`src/rtl/obi_sram_cut_if.sv`:
```
// obi_sram_cut_if: OBI request/response bundle shared by the upstream and downstream sides
//   req/addr/we/be/wdata : request from master to slave
//   gnt                  : slave accepts the request this cycle
//   rvalid/rdata/err     : response from slave to master
interface obi_sram_cut_if;
    logic        req;
    logic        gnt;
    logic [31:0] addr;
    logic        we;
    logic [3:0]  be;
    logic [31:0] wdata;
    logic        rvalid;
    logic [31:0] rdata;
    logic        err;

    modport master (output req, addr, we, be, wdata, input gnt, rvalid, rdata, err);
    modport slave  (input req, addr, we, be, wdata, output gnt, rvalid, rdata, err);
endinterface

```
`src/rtl/obi_sram_cut.sv`:
```
// obi_sram_cut: registered OBI cut in front of an SRAM window with out-of-range error responses
//   clk_i : clock, all state on the rising edge
//   rst_i : asynchronous active-high reset
//   sbr   : upstream OBI port (slave modport)
//   mgr   : downstream OBI port towards the SRAM (master modport)
module obi_sram_cut #(
    parameter int unsigned NumWords       = 1024,
    parameter logic [31:0] BaseAddr       = 32'h0,
    parameter int unsigned MaxOutstanding = 4
) (
    input  logic           clk_i,
    input  logic           rst_i,
    obi_sram_cut_if.slave  sbr,
    obi_sram_cut_if.master mgr
);
    localparam logic [32:0] WinSize = 33'(4 * NumWords);
    localparam logic [3:0]  MaxOut  = 4'(MaxOutstanding);

    logic        w_in_range, w_gnt, w_rsp, w_fwd;
    logic [32:0] w_off;
    logic        r_full, r_we, r_err_pend, r_rvalid, r_rerr;
    logic [31:0] r_addr, r_wdata, r_rdata;
    logic [3:0]  r_be, r_cnt;

    always_comb begin
        // 33-bit offset: an address below the base borrows into bit 32 and lands outside the window
        w_off      = {1'b0, sbr.addr} - {1'b0, BaseAddr};
        w_in_range = w_off < WinSize;
        // out-of-range requests wait for an idle cut so the error never collides with an SRAM response
        w_gnt      = ~rst_i & sbr.req & (w_in_range ? (r_cnt < MaxOut) & (~r_full | mgr.gnt)
                                                    : (r_cnt == 4'd0) & ~r_full);
        w_rsp      = r_rvalid | r_err_pend;
        // a downstream response with nothing outstanding is dropped
        w_fwd      = mgr.rvalid & (r_cnt != 4'd0);
    end

    assign sbr.gnt    = w_gnt;
    assign sbr.rvalid = w_rsp;
    assign sbr.rdata  = r_rdata;
    assign sbr.err    = r_rerr | r_err_pend;
    assign mgr.req    = r_full;
    assign mgr.addr   = r_addr;
    assign mgr.we     = r_we;
    assign mgr.be     = r_be;
    assign mgr.wdata  = r_wdata;

    always_ff @(posedge clk_i or posedge rst_i) begin
        if (rst_i) begin
            r_full     <= 1'b0;
            r_addr     <= '0;
            r_we       <= 1'b0;
            r_be       <= '0;
            r_wdata    <= '0;
            r_err_pend <= 1'b0;
            r_rvalid   <= 1'b0;
            r_rdata    <= '0;
            r_rerr     <= 1'b0;
            r_cnt      <= '0;
        end else begin
            if (w_gnt && w_in_range) begin
                r_full  <= 1'b1;
                r_addr  <= sbr.addr;
                r_we    <= sbr.we;
                r_be    <= sbr.be;
                r_wdata <= sbr.wdata;
            end else if (mgr.gnt) begin
                r_full  <= 1'b0;
            end
            r_err_pend <= w_gnt & ~w_in_range;
            r_rvalid   <= w_fwd;
            r_rdata    <= w_fwd ? mgr.rdata : '0;
            r_rerr     <= w_fwd & mgr.err;
            r_cnt      <= r_cnt + {3'b0, w_gnt} - {3'b0, w_rsp};
        end
    end
endmodule

```
`src/flat_wrapper.sv`:
```
// flat-port wrapper written by rule: the top's interface ports become plain ports
module obi_sram_cut_flat 
#(
    parameter int unsigned NumWords       = 1024,
    parameter logic [31:0] BaseAddr       = 32'h0,
    parameter int unsigned MaxOutstanding = 4
)
  (clk_i, rst_i, sbr_req, sbr_addr, sbr_we, sbr_be, sbr_wdata, sbr_gnt, sbr_rvalid, sbr_rdata, sbr_err, mgr_req, mgr_addr, mgr_we, mgr_be, mgr_wdata, mgr_gnt, mgr_rvalid, mgr_rdata, mgr_err);
  obi_sram_cut_if sbr_i ();
  obi_sram_cut_if mgr_i ();
  input  logic clk_i;
  input  logic rst_i;
  input wire logic [$bits(sbr_i.req)-1:0] sbr_req;
  input wire logic [$bits(sbr_i.addr)-1:0] sbr_addr;
  input wire logic [$bits(sbr_i.we)-1:0] sbr_we;
  input wire logic [$bits(sbr_i.be)-1:0] sbr_be;
  input wire logic [$bits(sbr_i.wdata)-1:0] sbr_wdata;
  output wire logic [$bits(sbr_i.gnt)-1:0] sbr_gnt;
  output wire logic [$bits(sbr_i.rvalid)-1:0] sbr_rvalid;
  output wire logic [$bits(sbr_i.rdata)-1:0] sbr_rdata;
  output wire logic [$bits(sbr_i.err)-1:0] sbr_err;
  output wire logic [$bits(mgr_i.req)-1:0] mgr_req;
  output wire logic [$bits(mgr_i.addr)-1:0] mgr_addr;
  output wire logic [$bits(mgr_i.we)-1:0] mgr_we;
  output wire logic [$bits(mgr_i.be)-1:0] mgr_be;
  output wire logic [$bits(mgr_i.wdata)-1:0] mgr_wdata;
  input wire logic [$bits(mgr_i.gnt)-1:0] mgr_gnt;
  input wire logic [$bits(mgr_i.rvalid)-1:0] mgr_rvalid;
  input wire logic [$bits(mgr_i.rdata)-1:0] mgr_rdata;
  input wire logic [$bits(mgr_i.err)-1:0] mgr_err;
  assign sbr_i.req = sbr_req;
  assign sbr_i.addr = sbr_addr;
  assign sbr_i.we = sbr_we;
  assign sbr_i.be = sbr_be;
  assign sbr_i.wdata = sbr_wdata;
  assign sbr_gnt = sbr_i.gnt;
  assign sbr_rvalid = sbr_i.rvalid;
  assign sbr_rdata = sbr_i.rdata;
  assign sbr_err = sbr_i.err;
  assign mgr_req = mgr_i.req;
  assign mgr_addr = mgr_i.addr;
  assign mgr_we = mgr_i.we;
  assign mgr_be = mgr_i.be;
  assign mgr_wdata = mgr_i.wdata;
  assign mgr_i.gnt = mgr_gnt;
  assign mgr_i.rvalid = mgr_rvalid;
  assign mgr_i.rdata = mgr_rdata;
  assign mgr_i.err = mgr_err;
  obi_sram_cut #(.NumWords(NumWords), .BaseAddr(BaseAddr), .MaxOutstanding(MaxOutstanding)) u_core (.clk_i(clk_i), .rst_i(rst_i), .sbr(sbr_i), .mgr(mgr_i));
endmodule
```
`config.mk`:
```
export PLATFORM = sky130hd
export DESIGN_NAME = obi_sram_cut_flat
export DESIGN_NICKNAME = d
export VERILOG_FILES = /design/src/rtl/obi_sram_cut_if.sv /design/src/rtl/obi_sram_cut.sv /design/src/flat_wrapper.sv
export SDC_FILE = /design/constraint.sdc
export NUM_CORES = 1
export LEC_CHECK = 0
export BUFFER_PORTS_ARGS = -buffer_cell sky130_fd_sc_hd__clkbuf_2
export CAP_MARGIN = 40
export CORE_MARGIN = 10
export CORE_UTILIZATION = 45
export CTS_CLUSTER_SIZE = 30
export DETAILED_ROUTE_END_ITERATION = 16
export GPL_TIMING_DRIVEN = 0
export MAX_ROUTING_LAYER = met4
export PLACE_DENSITY = 0.8
export RECOVER_POWER = 25
export SLEW_MARGIN = 40
export SYNTH_ARGS = -nofsm -noshare
export SYNTH_HDL_FRONTEND = slang
export SYNTH_SLANG_ARGS = --single-unit
```
`constraint.sdc`:
```
create_clock -name clk_i -period 6 [get_ports clk_i]
set_input_delay 0.9 -clock clk_i [delete_from_list [all_inputs] [get_ports clk_i]]
set_output_delay 0.9 -clock clk_i [all_outputs]
set_load 0.02 [all_outputs]
```
After elaboration in Yosys (flattened, before gate mapping)
Cells that the tools add are included.

Register bits after elaboration: 109. ROM bits: 0. Memory bits (writable): 0. Output and inout port bits: 105. Memories kept: 0. Logic and storage cells: 35. Latch bits: 0.

Bitwise gates (word level): 13. $mul: 0. Divide/modulo/power cells: 0. Mux-type cells: 4. Eq/ne operators: 0. Reductions and logical operators: 4. $add $sub $neg: 2. $lt $le $gt $ge: 2. Shift-type cells: 0.

Operators with widths (number): $lt 32x13->1 const B (1); $mux 32 (1); $and 1x1->1 (7); $add 4x1->4 (1); $logic_not 4->1 (1); $lt 4x3->1 const B (1); $reduce_bool 4->1 (1); $sub 4x1->4 (1); $mux 1 (3); $not 1->1 (3); $or 1x1->1 (3); $reduce_bool 2->1 (1); $logic_and 1x1->1 (1).

Longest topological paths before layout
Word-level depth: 7. Gate-level depth with buffers: 13. Gate-level depth less buffers: 12.

Worst setup path before layout
Ideal clock, no wire load.

Path type: input -> register. Start point: input port rst_i. End point: register u_core.r_cnt[2]. Required time: 5.877 ns. Stages: 11. Path buffers: 1. Arrival time: 5.567 ns. Setup slack: 0.310 ns. Cells stage by stage: inv_1 nand3_1 nor4b_4 buf_2 nor2_1 ha_1 inv_1 ha_1 inv_1 fa_1 xnor2_1.

Word-level cells in the longest chain between the ends: 5.

Ends and longest elaborated chain: from (decl) (line flat_wrapper.sv:12) `input logic rst_i;`; $not 1->1 (line obi_sram_cut.sv:30) `w_gnt = ~rst_i & sbr.req & (w_in_range ? (r_cnt < MaxOut) & (~r_full | mgr.gnt)`; $and 1x1->1 (2 in a row) (line obi_sram_cut.sv:30); $add 4x1->4 (line obi_sram_cut.sv:73) `r_cnt <= r_cnt + {3'b0, w_gnt} - {3'b0, w_rsp};`; $sub 4x1->4 (line obi_sram_cut.sv:73); to (signal assigned) (line obi_sram_cut.sv:73); to (decl) (line obi_sram_cut.sv:23) `logic [3:0] r_be, r_cnt;`.

No other way between the ends. A chain may end at the register's enable or synchronous reset.

==> impl_metrics.py <==
metrics = {
    "finish": {
        "syn_to_final_growth_pct": 34.4,
        "regArea_um2": 2730,
        "final_nets": 598,
        "drive_above_1_share_pct": 56.5,
        "antenna_cells": 0,
        "multiInputGateArea_um2": 1210,
        "layout.cells.non_filler": 598,
        "fillers": 697,
    },
    "synth": {
        "synth_flop_cell": "dfrtp_1",
        "netlist_top_cells_count": "dfrtp_1 (109), and3_1 (33), mux2_4 (20), nor2b_1 (20), mux2_2 (19)",
        "avgSynthCellArea_um2": 15.5,
        "ys_types": 29,
        "synth-edff-count": 0,
        "yosys.area.top_type_share_pct": 67.2,
        "yosys-top-cells-area": "dfrtp_1 (67%), mux2_4 (7.4%), mux2_2 (5.3%)",
        "yosys_warnings": 0,
        "syn_nets": 375,
        "syn_inst": 262,
        "yosysTopAreaCell": "dfrtp_1",
        "ys_seq_area_share_pct": 67.2,
        "yosys.cell_count.top_type": "dfrtp_1",
        "async_reset_ff_share_pct": 100,
        "syn_area_um2": 4060,
        "ys_ff_latch": 109,
    },
    "worst_setup_path": {
        "critPathMaxStageDelay_ns": 2.41,
        "cp_common_cell": "clkbuf_1",
        "rrSetupSlack_ns": 2.98,
        "crit_slowest_cell": "clkbuf_1",
        "startpoint": "rst_i",
        "r2r_cells": 12,
        "cpLargestDelayFamily": "buffers and inverters",
        "endpoint": "u_core.mgr.addr[14]$_DFFE_PP0P_",
        "timing.rr.start": "u_core.r_cnt[2]$_DFF_PP0_",
        "rr_endpoint": "u_core.r_cnt[2]$_DFF_PP0_",
        "worstSetupStartpointType": "input pin",
        "crit_type": "in -> async",
        "crit_path_max_fanout": 65,
        "critPathBufInv": 3,
        "cp-end-kind": "asynchronous set/reset pin",
        "worstPathCellList": "clkbuf_1 -> inv_8 -> clkbuf_1",
        "worst-path-stages": 3,
        "critPathArrivalTime_ns": 3.76,
        "required_ns": 5.71,
    },
    "routing": {
        "drt-pass1-iter-count": 4,
        "initialDrtViolationCount": 88,
        "postRouteAntennaNets": 0,
        "wl_per_cell_um": 17.8,
        "drc": 0,
        "via_count": 2831,
        "wirelength_mm": 10.7,
        "vias_per_cell": 4.73,
    },
    "sta": {
        "setup_viol_count_final": 0,
        "fin_crit_sh_pct": 67.5,
        "rsz0062_at_grt": "false",
        "setup_slack_ns": 1.95,
        "skew_ns": 0.0107,
        "period_needed_ns": 4.05,
        "fmax_mhz": 247,
        "hold_violations": 0,
        "worst_slew_pin_slew_ns": 3.36,
        "maxSlewViolCount": 66,
        "slew_headroom_pct": -124,
        "hold_slack_ns": 0.494,
    },
    "global_routing": {
        "grt_pass1_vias": 3164,
        "antenna_found_initial": 0,
        "gr-total-overflow": 0,
        "grt_usage_pct": 16.3,
        "grt_pass1_wl_mm": 16.5,
        "grt_max_degree": 66,
    },
    "job": {
        "maxCapViolations": 1,
    },
    "hold_path": {
        "hold_start": "u_core.mgr.wdata[0]$_DFFE_PP0P_",
        "hp-class": "reg -> reg",
    },
    "clock_tree": {
        "holdBufCountCts": 0,
        "clock_path_buffers": 2,
        "clk_latency_ns": 0.35,
        "post-cts-setup-buffer-count": 0,
        "cts.root.buffer_cell": "clkbuf_8",
        "cts_made_buffers": 9,
        "cts.sink_count": 109,
        "cts_tree": "yes",
        "cts_resized": 0,
        "cts_max_level": 3,
        "clk_pin_slew_ns": 0.10,
    },
    "die": {
        "core_um2": 8760,
        "die-area_um2": 13200,
        "die_x_um": 115,
        "num_rows": 34,
        "start_util_pct": 46.3,
        "ios": 212,
        "die_h_um": 115,
    },
    "pwr": {
        "internal_power_uw": 1060,
        "power_leakage_uw": 0.00323,
        "pwr-share-clk_pct": 29.2,
        "seq_power_share_pct": 54.5,
        "power_uw": 1450,
        "vdd_drop_max_v": 0.000169,
        "swShare_pct": 27.4,
        "powerDensity_nw_per_um2": 267,
        "combPwrFrac_pct": 16.3,
        "p_sw_uw": 398,
    },
    "outcome": {
        "status": "finished, violations left",
        "violations": "capacitance limit, slew limit",
    },
    "placement": {
        "hpwl_mm": 8.68,
        "place_congestion": 0.745,
        "place_ws_ns": 2.14,
        "io_buffer_count": 211,
        "place_inst": 582,
    },
}
==> how the worst min path moves through the flow <==
stage                                      end  slack, ns  cells past startpoint
2_1_floorplan        u_core.r_cnt[0]$_DFF_PP0_       0.47                      1
3_3_place_gp   u_core.mgr.wdata[1]$_DFFE_PP0P_       0.47                      1
3_5_place_dp   u_core.mgr.wdata[0]$_DFFE_PP0P_       0.47                      1
4_1_cts        u_core.mgr.wdata[0]$_DFFE_PP0P_       0.50                      1
5_1_grt        u_core.mgr.wdata[0]$_DFFE_PP0P_       0.51                      1
6_report       u_core.mgr.wdata[0]$_DFFE_PP0P_       0.49                      1
==> power by group through the flow <==
stage	Clock [uW]	Combinational [uW]	Sequential (uW)
4_1_cts	441	244	794
3_5_place_dp	0	244	807
3_3_place_gp	0	231	805
6_report	425	237	792
2_1_floorplan	0	116	836
5_1_grt	472	265	797
==> cells in the final DEF, fill, tap and decap left out, types with 2 or more instances in the layout <==
master / Yosys / routed
mux2_2: 19 / 19
mux2_4: 20 / 20
nor4_1: 5 / 5
nor2b_1: 20 / 20
or2_2: 2 / 2
clkinv_4: 0 / 2
buf_6: 5 / 5
buf_2: 2 / 2
dfrtp_1: 109 / 109
nand3_1: 2 / 2
clkbuf_2: 0 / 210
and3_1: 33 / 33
mux2_1: 10 / 10
ha_1: 5 / 5
clkbuf_1: 7 / 9
inv_8: 0 / 2
clkbuf_8: 0 / 11
inv_1: 8 / 7
==> layer usage <==
layer	routed length [um]	vias up	track usage, %
li1	-	1341	-
met1	4380	1344	18.5
met2	5140	137	26.4
met3	1030	9	6.93
met4	100	0	3.71
met5	0	-	-
==> per-stage QoR <==
| step | TNS, ns | area, um2 | utilization [%] |
|---|---|---|---|
| 5_1_grt | 0 | 5450 | 62.2 |
| 3_3_place_gp | -3.53 | 5250 | 59.9 |
| 3_5_place_dp | 0 | 5280 | 60.3 |
| 4_1_cts | 0 | 5480 | 62.5 |
| 2_1_floorplan | 0 | 4060 | - |
| 6_report | 0 | 5450 | 62.2 |
==> cell type report <==
type,count,area share [%]
tap,108,2.48
clock inverter,5,0.780
clock buffer,11,2.78
buffer,14,1.70
multi-input combinational,131,22.1
sequential,109,50.0
inverter,8,0.688
timing repair buffer,212,19.4
==> state kept, by name, indices dropped and copies added, names as in the netlist <==
signal             count
u_core.r_rerr          1
u_core.mgr.we          1
u_core.mgr.addr       32
u_core.mgr.req         1
u_core.r_err_pend      1
u_core.r_cnt           4
u_core.r_rvalid        1
u_core.mgr.be          4
u_core.sbr.rdata      32
u_core.mgr.wdata      32
==> logic make-up after synthesis <==
logic type / Yosys count / synth area share [%]
adders and majority gates: 6 / 2.04
xor gates and xnor gates: 2 / 0.432
AOI/OAI and AO/OA: 4 / 0.678
and+or+nand+nor: 70 / 11.2
DFF: 109 / 67.2
buffers and inverters: 22 / 3.02
muxes: 49 / 15.4
No activity file was read; power rests on OpenSTA's default activity.
